$ cat config.mk
export PLATFORM = sky130hd
export DESIGN_NAME = backlight_pwm_gen
export DESIGN_NICKNAME = d
export VERILOG_FILES = /design/src/rtl/backlight_pwm_gen_pkg.sv /design/src/rtl/backlight_pwm_gen_sync.sv /design/src/rtl/backlight_pwm_gen.sv
export SDC_FILE = /design/constraint.sdc
export NUM_CORES = 1
export LEC_CHECK = 0
export ABC_AREA = 1
export BUFFER_PORTS_ARGS = -buffer_cell sky130_fd_sc_hd__buf_4
export CAP_MARGIN = 20
export CORE_MARGIN = 10
export CORE_UTILIZATION = 65
export CTS_BUF_LIST = sky130_fd_sc_hd__clkbuf_2 sky130_fd_sc_hd__clkbuf_4 sky130_fd_sc_hd__clkbuf_8
export DETAILED_ROUTE_END_ITERATION = 7
export PLACE_DENSITY_LB_ADDON = 0.12
export SLEW_MARGIN = 20
export SYNTH_ARGS = -nofsm -noshare
export SYNTH_HDL_FRONTEND = slang
export SYNTH_SLANG_ARGS = --single-unit
$ cat constraint.sdc
create_clock -name clk -period 7.13 [get_ports clk]
set_clock_uncertainty 0.05 [all_clocks]
set_input_delay 0.713 -clock clk [delete_from_list [all_inputs] [get_ports clk]]
set_output_delay 0.713 -clock clk [all_outputs]
set_load 0.005 [all_outputs]
$ cat src/rtl/backlight_pwm_gen_pkg.sv
// Shared constants for the backlight PWM generator: default widths and
// t_lsb presets for common refresh rates at a 100 MHz reference clock.
package backlight_pwm_gen_pkg;

    localparam int unsigned PWM_BITS_DEFAULT  = 10;
    localparam int unsigned TLSB_BITS_DEFAULT = 12;

    localparam logic [11:0] TLSB_60HZ  = 12'd1629;
    localparam logic [11:0] TLSB_240HZ = 12'd407;

endpackage

$ cat src/rtl/backlight_pwm_gen_sync.sv
// Multi-flop synchronizer followed by a registered rising-edge detector;
// rise pulses for one clock STAGES+1 clocks after async_in goes high.
module sync_edge_detect
    import backlight_pwm_gen_pkg::*;
#(
    parameter int unsigned STAGES = 2
) (
    input  logic clk,
    input  logic rst_n,
    input  logic async_in,
    output logic rise
);

    logic [STAGES-1:0] sync_q;
    logic [STAGES-1:0] sync_d;
    logic              prev_q;
    logic              prev_d;
    logic              rise_q;
    logic              rise_d;

    always_comb begin
        sync_d    = '0;
        sync_d[0] = async_in;
        for (int unsigned i = 1; i < STAGES; i++) begin
            sync_d[i] = sync_q[i-1];
        end
        prev_d = sync_q[STAGES-1];
        rise_d = sync_q[STAGES-1] & ~prev_q;
    end

    always_ff @(posedge clk or negedge rst_n) begin
        if (!rst_n) begin
            sync_q <= '0;
            prev_q <= 1'b0;
            rise_q <= 1'b0;
        end else begin
            sync_q <= sync_d;
            prev_q <= prev_d;
            rise_q <= rise_d;
        end
    end

    assign rise = rise_q;

endmodule

$ cat src/rtl/backlight_pwm_gen.sv
// Frame-locked backlight PWM: prescaler, step counter, duty latch and
// registered compare; a synchronized sync_signal rise restarts the period.
module backlight_pwm_gen
    import backlight_pwm_gen_pkg::*;
#(
    parameter int unsigned PWM_BITS    = PWM_BITS_DEFAULT,
    parameter int unsigned TLSB_BITS   = TLSB_BITS_DEFAULT,
    parameter int unsigned SYNC_STAGES = 2
) (
    input  logic                 clk,
    input  logic                 reset,
    input  logic                 sync_signal,
    input  logic [PWM_BITS-1:0]  pwm_value,
    input  logic [TLSB_BITS-1:0] t_lsb,
    output logic                 pwm_signal
);

    localparam logic [PWM_BITS-1:0] STEP_MAX = '1;

    logic                 restart;
    logic [TLSB_BITS-1:0] presc_q;
    logic [TLSB_BITS-1:0] presc_d;
    logic [TLSB_BITS-1:0] presc_last;
    logic                 presc_wrap;
    logic [PWM_BITS-1:0]  step_q;
    logic [PWM_BITS-1:0]  step_d;
    logic [PWM_BITS-1:0]  duty_q;
    logic [PWM_BITS-1:0]  duty_d;
    logic                 pwm_q;
    logic                 pwm_d;

    sync_edge_detect #(
        .STAGES (SYNC_STAGES)
    ) u_sync (
        .clk      (clk),
        .rst_n    (reset),
        .async_in (sync_signal),
        .rise     (restart)
    );

    always_comb begin
        // >= rather than == so a shrinking t_lsb wraps on the next clock
        presc_last = (t_lsb == '0) ? '0 : t_lsb - TLSB_BITS'(1);
        presc_wrap = (presc_q >= presc_last);

        presc_d = presc_q + TLSB_BITS'(1);
        step_d  = step_q;
        duty_d  = duty_q;

        if (restart) begin
            presc_d = '0;
            step_d  = '0;
            duty_d  = pwm_value;
        end else if (presc_wrap) begin
            presc_d = '0;
            step_d  = step_q + PWM_BITS'(1);
            if (step_q == STEP_MAX) begin
                duty_d = pwm_value;
            end
        end

        // Compare against next-state values so the output flop lines up with step_q
        if (duty_d == '0) begin
            pwm_d = 1'b0;
        end else if (duty_d == STEP_MAX) begin
            pwm_d = 1'b1;
        end else begin
            pwm_d = (step_d < duty_d);
        end
    end

    always_ff @(posedge clk or negedge reset) begin
        if (!reset) begin
            presc_q <= '0;
            step_q  <= '0;
            duty_q  <= '0;
            pwm_q   <= 1'b0;
        end else begin
            presc_q <= presc_d;
            step_q  <= step_d;
            duty_q  <= duty_d;
            pwm_q   <= pwm_d;
        end
    end

    assign pwm_signal = pwm_q;

endmodule

==> metrics.txt, run 1 <==
H-tree Lvls 2; Clock Sinks 37; largest net degree at the start of global routing 38; Placer Congestion around 0.87; Initial Utilization 0.6855; Synth cell types 37; Die W slightly above 80 microns; post-synthesis instance total around 330; fillers between 300 and 400; Pre-antenna DRT Iters 4; P per Cell Area roughly 170 nW/um^2; worst path arrival time about 4600 ps; DRT iter0 DRCs roughly 160; peak supply drop around 0.00022 V; antenna violations before repair 0; Resized Gates After CTS 0; Tcrit/Tclk final 0.6247; post-DR vias/cell roughly 5.2; RSZ-0062 raised after global routing no; vias in the first global route 1986; setup repair bufs after CTS 0; Final Max Slew Viols 0; TritonCTS clock tree done; CP required between 7000 and 8000 ps; CP dominant cell by count nand2_1; critical path startpoint category input pin; Area Overhead vs Synth 11.69%; final setup margin between 2000 and 3000 ps; row cnt 22; CTS buffer count 5; yosys warns 0; cell area after synthesis about 2500 sq um; CTS clk-pin slew, worst paths 70 ps; area taken by multi-input logic gates around 1400 sq um; # DRC 0; Fin Setup TNS 0 ps; critical path class input pin to flip-flop; Seq/Total Area, Yosys 0.3635; Setup-failing EPs final 0; syn_area_per_cell 7.743 sq um; total chip power 0.4975 mW; pre-CTS setup slack 2450 ps; Slowest-stage cell, CP nor3_1; hold-fix buffers at CTS 0; layout cell share with drive strength beyond 1 0.1798; #FFs+latches synth 37; IO buf count 25; crit-path max cell delay approximately 400 ps; ant diodes 0; min-delay worst type input pin to async pin; Detail Placement HPWL between 3000 and 4000 microns; status finished clean; Worst-Skew Late Latency approximately 280 ps; I/O Pins 26; Final nets slightly above 400; register area just over 900 sq um; Leak Pwr between 1 and 1.5 nW; die area between 6000 and 7000 sq um; Max-Cap Viols 0; first-pass GRT wire length around 8700 microns; DR vias approximately 2100; highest clock rate ~220 MHz; Non-Filler Instances slightly above 400; global route overflow 0; DR WL/cell around 13 microns; die height 82.61 microns; slew at the pin closest to its max-slew limit ~700 ps; Tmin final approximately 4500 ps; Synthesized Nets between 300 and 400; Routed WL slightly above 5000 microns; crit-path max FO 8; placed insts ~400; Rel. slew slack 0.5379; CTS Root Cell clkbuf_8; CORE AREA 3716 sq um; CP endpoint kind flip-flop; Max clock buf depth 2; Fin. Hold Viols 0; remaining antenna violation count after routing 0; GRT Resource Usage Total 0.1602
==> kinds of logic after synthesis <==
family,count (synthesis),synth area share
compound gates,34,0.07466
xor+xnor,10,0.03438
simple gates,175,0.3256
flops,37,0.3635
fa+ha+maj,25,0.1228
buf+inv,48,0.07907
==> critical path: cells and delay by family <==
kind | cells | cell delay (ps)
adders and majority gates | 2 | 650
buffers and inverters | 4 | 310
AOI/OAI and AO/OA | 6 | 850
and+or+nand+nor | 17 | 2080
==> cells in the final DEF (no fill, tap or decap) <==
cell type	synthesis	routed
nor3b_1	3	3
a31oi_1	2	2
a21oi_2	1	1
nand3_1	31	31
clkbuf_4	0	1
xnor2_1	4	4
a2111oi_0	1	1
inv_2	4	4
xor2_1	6	6
nor2_1	42	42
a21boi_0	1	1
nor4_1	1	1
o21a_1	2	2
nor3_1	7	7
nor3_2	1	1
o21ai_0	8	8
and2_1	1	1
ha_1	25	25
dfrtp_1	37	37
nand3b_1	1	1
or2_2	2	2
nor2_2	2	2
nand2_1	60	60
nand2_2	16	16
nand2_4	4	4
a21oi_1	17	17
buf_4	1	25
a21o_1	1	1
nand4_1	1	1
clkbuf_8	0	6
and3_1	1	1
inv_1	39	39
o21ai_1	1	1
nor2_4	1	1
nand3_2	1	1
==> state kept, by name (all words and copies together), names as in the netlist <==
signal         flops
u_sync.sync_q      2
duty_q            10
u_sync.rise        1
step_q            10
pwm_signal         1
u_sync.prev_q      1
presc_q           12
==> cells in the mapped netlist <==
master	instances	area [sq um]
nor3_1	7	35.03
xnor2_1	4	35.03
dfrtp_1	37	925.9
and2_1	1	6.260
nand2_1	60	225.2
nand3b_1	1	7.510
nor2_2	2	12.51
nand4_1	1	6.260
a21oi_1	17	85.08
nor3_2	1	10.01
a2111oi_0	1	8.760
or2_2	2	12.51
inv_1	39	146.4
and3_1	1	6.260
nor2_4	1	11.26
nand3_2	1	10.01
o21ai_0	8	40.04
xor2_1	6	52.55
nand2_4	4	45.04
a21oi_2	1	8.760
nor4_1	1	6.260
nand2_2	16	100.1
a21o_1	1	7.510
buf_4	1	7.510
o21a_1	2	15.01
buf_2	1	5.000
clkbuf_1	1	3.750
o21ai_1	1	5.000
buf_1	1	3.750
buf_12	1	20.02
a21boi_0	1	7.510
ha_1	25	312.8
nor3b_1	3	22.52
a31oi_1	2	12.51
inv_2	4	15.01
nor2_1	42	157.7
nand3_1	31	155.2
==> stage by stage <==
step           instance area (sq um)    util  hold slack [ps]
3_3_place_gp                    2755  0.7414            299.7
6_report                        2845  0.7657            319.4
4_1_cts                         2845  0.7657            318.4
5_1_grt                         2845  0.7657            331.1
3_5_place_dp                    2755  0.7414            287.8
2_1_floorplan                   2547       -            281.2
==> path summary, 6_finish.rpt <==
check	startpoint	endpoint	slack, ps	cells after the start
setup / recovery	t_lsb[0]	pwm_signal	2680	29
hold / removal	reset	presc_q[7]	320	1
setup reg to reg	presc_q[11]	pwm_signal	3930	20
hold reg to reg	u_sync.sync_q[0]	u_sync.sync_q[1]	320	0
max in group asynchronous	reset	step_q[4]	6380	1
min in group clk	u_sync.sync_q[0]	u_sync.sync_q[1]	320	0
==> where the power goes <==
group | internal (mW) | switching (mW)
Sequential | 0.227 | 0.0118
Clock | 0.0804 | 0.0662
Combinational | 0.0466 | 0.0658
Total | 0.354 | 0.144
==> layout make-up <==
type | instances | share of cell area
Clock buffer | 7 | 0.03166
Timing Repair Buffer | 25 | 0.06596
Multi-Input combinational cell | 244 | 0.4991
Tap cell | 48 | 0.02111
Sequential cell | 37 | 0.3254
Inverter | 43 | 0.05673
==> per-layer routing <==
metal | part of all wire | GRT usage
met5 | 0 | 0
met4 | 0.0092 | 0.04013
met3 | 0.059 | 0.04644
met2 | 0.44 | 0.2481
met1 | 0.49 | 0.2150
Note: power is estimated with default switching activity, not from simulation.
==> run 2, diff against run 1 <==
Settings changed: CORE_UTILIZATION 65 to 61.
Clock period 7.13 ns to 4.59 ns, I/O delays scaled along.
==> run 2 against run 1 <==
Compared with the run above: register-to-register slack worse by 2600 ps; hold slack got worse by 250 ps; largest cell class unchanged; critical path type unchanged; count of clock-buffer cells in the layout shrank 1; critical path depth decreased by 1; wire length up 2.0%.
==> metrics.txt, run 2 (synthesis results as in run 1) <==
final core occ 0.7096 (-0.05603); Comb power frac 0.223 (-0.003); DR WL/cell 12.79 microns (+1.3%); max reg flops 12 (unchanged); clock group share of total power 0.305 (+0.010); CP required 4760 ps (-2540 ps); DR vias 2127 (+0.52%); largest net degree at the start of global routing 38 (unchanged); Max-Cap Viols 0 (unchanged); remaining antenna violation count after routing 0 (unchanged); Placer Congestion 0.8652 (-0.77%); Worst-Skew Late Latency 290 ps (about the same); Fin. Hold Viols 0 (unchanged); global route overflow 0 (unchanged); GRT Resource Usage Total 0.1442 (-0.01601); CP endpoint kind flip-flop; die area 7161 sq um (+5.0%); Routed WL 5204 microns (+2.0%); DRT iter0 DRCs 116 (-26%); H-tree Lvls 2 (unchanged); Clock Sinks 37 (unchanged); P per Cell Area 274.3 nW/um^2 (+57%); slew at the pin closest to its max-slew limit 674.5 ps (-17.91 ps); fillers 341 (+10%); highest clock rate between 200 and 250 MHz; total chip power 0.7844 mW (+58%); vias in the first global route 2010 (+1.2%); pre-CTS setup slack 108.8 ps (-2342 ps); Tcrit/Tclk final 0.8852; Reg power frac 0.472 (-0.008); Fin Setup TNS 0 ps (unchanged); Rel. slew slack 0.5499 (+0.01195); Reg with most FFs presc_q; crit-path max FO 9 (+1); Die W 84.63 microns (+2.4%); CTS buffer count 5 (unchanged); R2R depth 20 (unchanged); commonest non-fill, non-tap cell in the layout nand2_1; CTS clk-pin slew, worst paths 80 ps (about the same); Leak Pwr 1.500 nW (+0.32%); critical path class input pin to flip-flop; Area Overhead vs Synth 12.23%; Tmin final about 4100 ps; Slowest-stage cell, CP ha_1; Worst R2R Start presc_q[11]; status finished clean; reg-to-reg critical path endpoint pwm_signal; row cnt 23 (+4.5%); critical path startpoint category input pin; first-pass GRT wire length 8845 microns (+1.5%); I/O Pins 26 (unchanged); r2r setup slk 1340 ps (-2590 ps); Net Sw Frac 0.3034 (+0.01451); Final Max Slew Viols 0 (unchanged); switching power 0.2380 mW (+66%); IO buf count 25 (unchanged); worst path arrival time 4230 ps (-390 ps); antenna violations before repair 0 (unchanged); min-delay worst type input pin to async pin; post-DR vias/cell 5.226 (-0.22%); # DRC 0 (unchanged); biggest regs presc_q (12), duty_q (10), step_q (10); layout cell share with drive strength beyond 1 0.1849 (+0.005099); CORE AREA 4029 sq um (+8.4%); die height 84.63 microns (+2.4%); ant diodes 0 (unchanged); Detail Placement HPWL 4129 microns (+6.8%); TritonCTS clock tree done; CTS Root Cell clkbuf_8; final setup margin 526.8 ps (-2149 ps); Initial Utilization 0.6323 (-0.05322); RSZ-0062 raised after global routing no; Pre-antenna DRT Iters 4 (unchanged); hold-fix buffers at CTS 0 (unchanged); peak supply drop 0.0001970 V (-8.4%); Setup-failing EPs final 0 (unchanged); Max clock buf depth 2 (unchanged); internal power 0.5464 mW (+54%); crit-path max cell delay 330 ps (-70 ps); most frequent cells in the layout 60 x nand2_1, 42 x nor2_1, 39 x inv_1; Final nets 406 (unchanged)
## run 2: cell types whose count changed in the layout (fill, tap and decap cells not counted)
cell / delta
clkbuf_4: -1
clkinv_2: +1
clkinv_4: +1
nor3_1: -1
nor3_2: +1
## run 2: worst max-delay path by stage
| stage | startpoint | endpoint | slack (ps) | cells after the start |
|---|---|---|---|---|
| 2_1_floorplan | t_lsb[1] | pwm_signal | 680 | 28 |
| 3_3_place_gp | t_lsb[1] | pwm_signal | 280 | 29 |
| 3_5_place_dp | t_lsb[0] | pwm_signal | 110 | 29 |
| 4_1_cts | t_lsb[0] | pwm_signal | 400 | 29 |
| 5_1_grt | t_lsb[0] | pwm_signal | 180 | 28 |
| 6_report | t_lsb[0] | pwm_signal | 530 | 28 |
## run 2: stage by stage
| step | instances | hold WS (ps) | cell area (sq um) |
|---|---|---|---|
| after global placement | 399 | 298.6 | 2758 |
| after floorplan | 329 | 113.4 | 2547 |
| after global routing | 407 | 94.94 | 2859 |
| final | 407 | 67.55 | 2859 |
| after detailed placement | 399 | 296.6 | 2758 |
| after CTS | 407 | 82.42 | 2854 |
## run 2: worst max-delay path, delay by kind of cell
| kind | cells | cell delay, ps |
|---|---|---|
| simple gates | 16 | 1970 |
| compound gates | 6 | 890 |
| fa+ha+maj | 3 | 680 |
| buf+inv | 3 | 250 |
## run 2: power groups by stage
| stage | logic (mW) | registers (mW) | clock network, mW |
|---|---|---|---|
| after CTS | 0.176 | 0.370 | 0.242 |
| after detailed placement | 0.175 | 0.376 | 0 |
| after global routing | 0.203 | 0.373 | 0.258 |
| after global placement | 0.167 | 0.375 | 0 |
| final | 0.175 | 0.370 | 0.239 |
| after floorplan | 0.123 | 0.372 | 0 |
## run 2: per-layer routing
metal  global-route usage  share of wire
met1               0.1912           0.49
met2               0.2272           0.45
met3              0.03285          0.037
met4              0.04341          0.014
met5                    0              0
## run 2: cell type report
type | count | area [sq um] | share of cell area
repair buffers | 25 | 187.7 | 0.06565
multi-input cells | 244 | 1425 | 0.4985
flip-flops and latches | 37 | 925.9 | 0.3239
inverters | 43 | 161.4 | 0.05646
clock inverters | 2 | 13.76 | 0.004814
clock buffers | 6 | 82.58 | 0.02888
well taps | 50 | 62.56 | 0.02188
## run 2: what timing repair did
action | in CTS | in global routing
setup buffers | 0 | 0
gates resized for setup | 0 | 1
setup endpoints to repair | 0 | 1
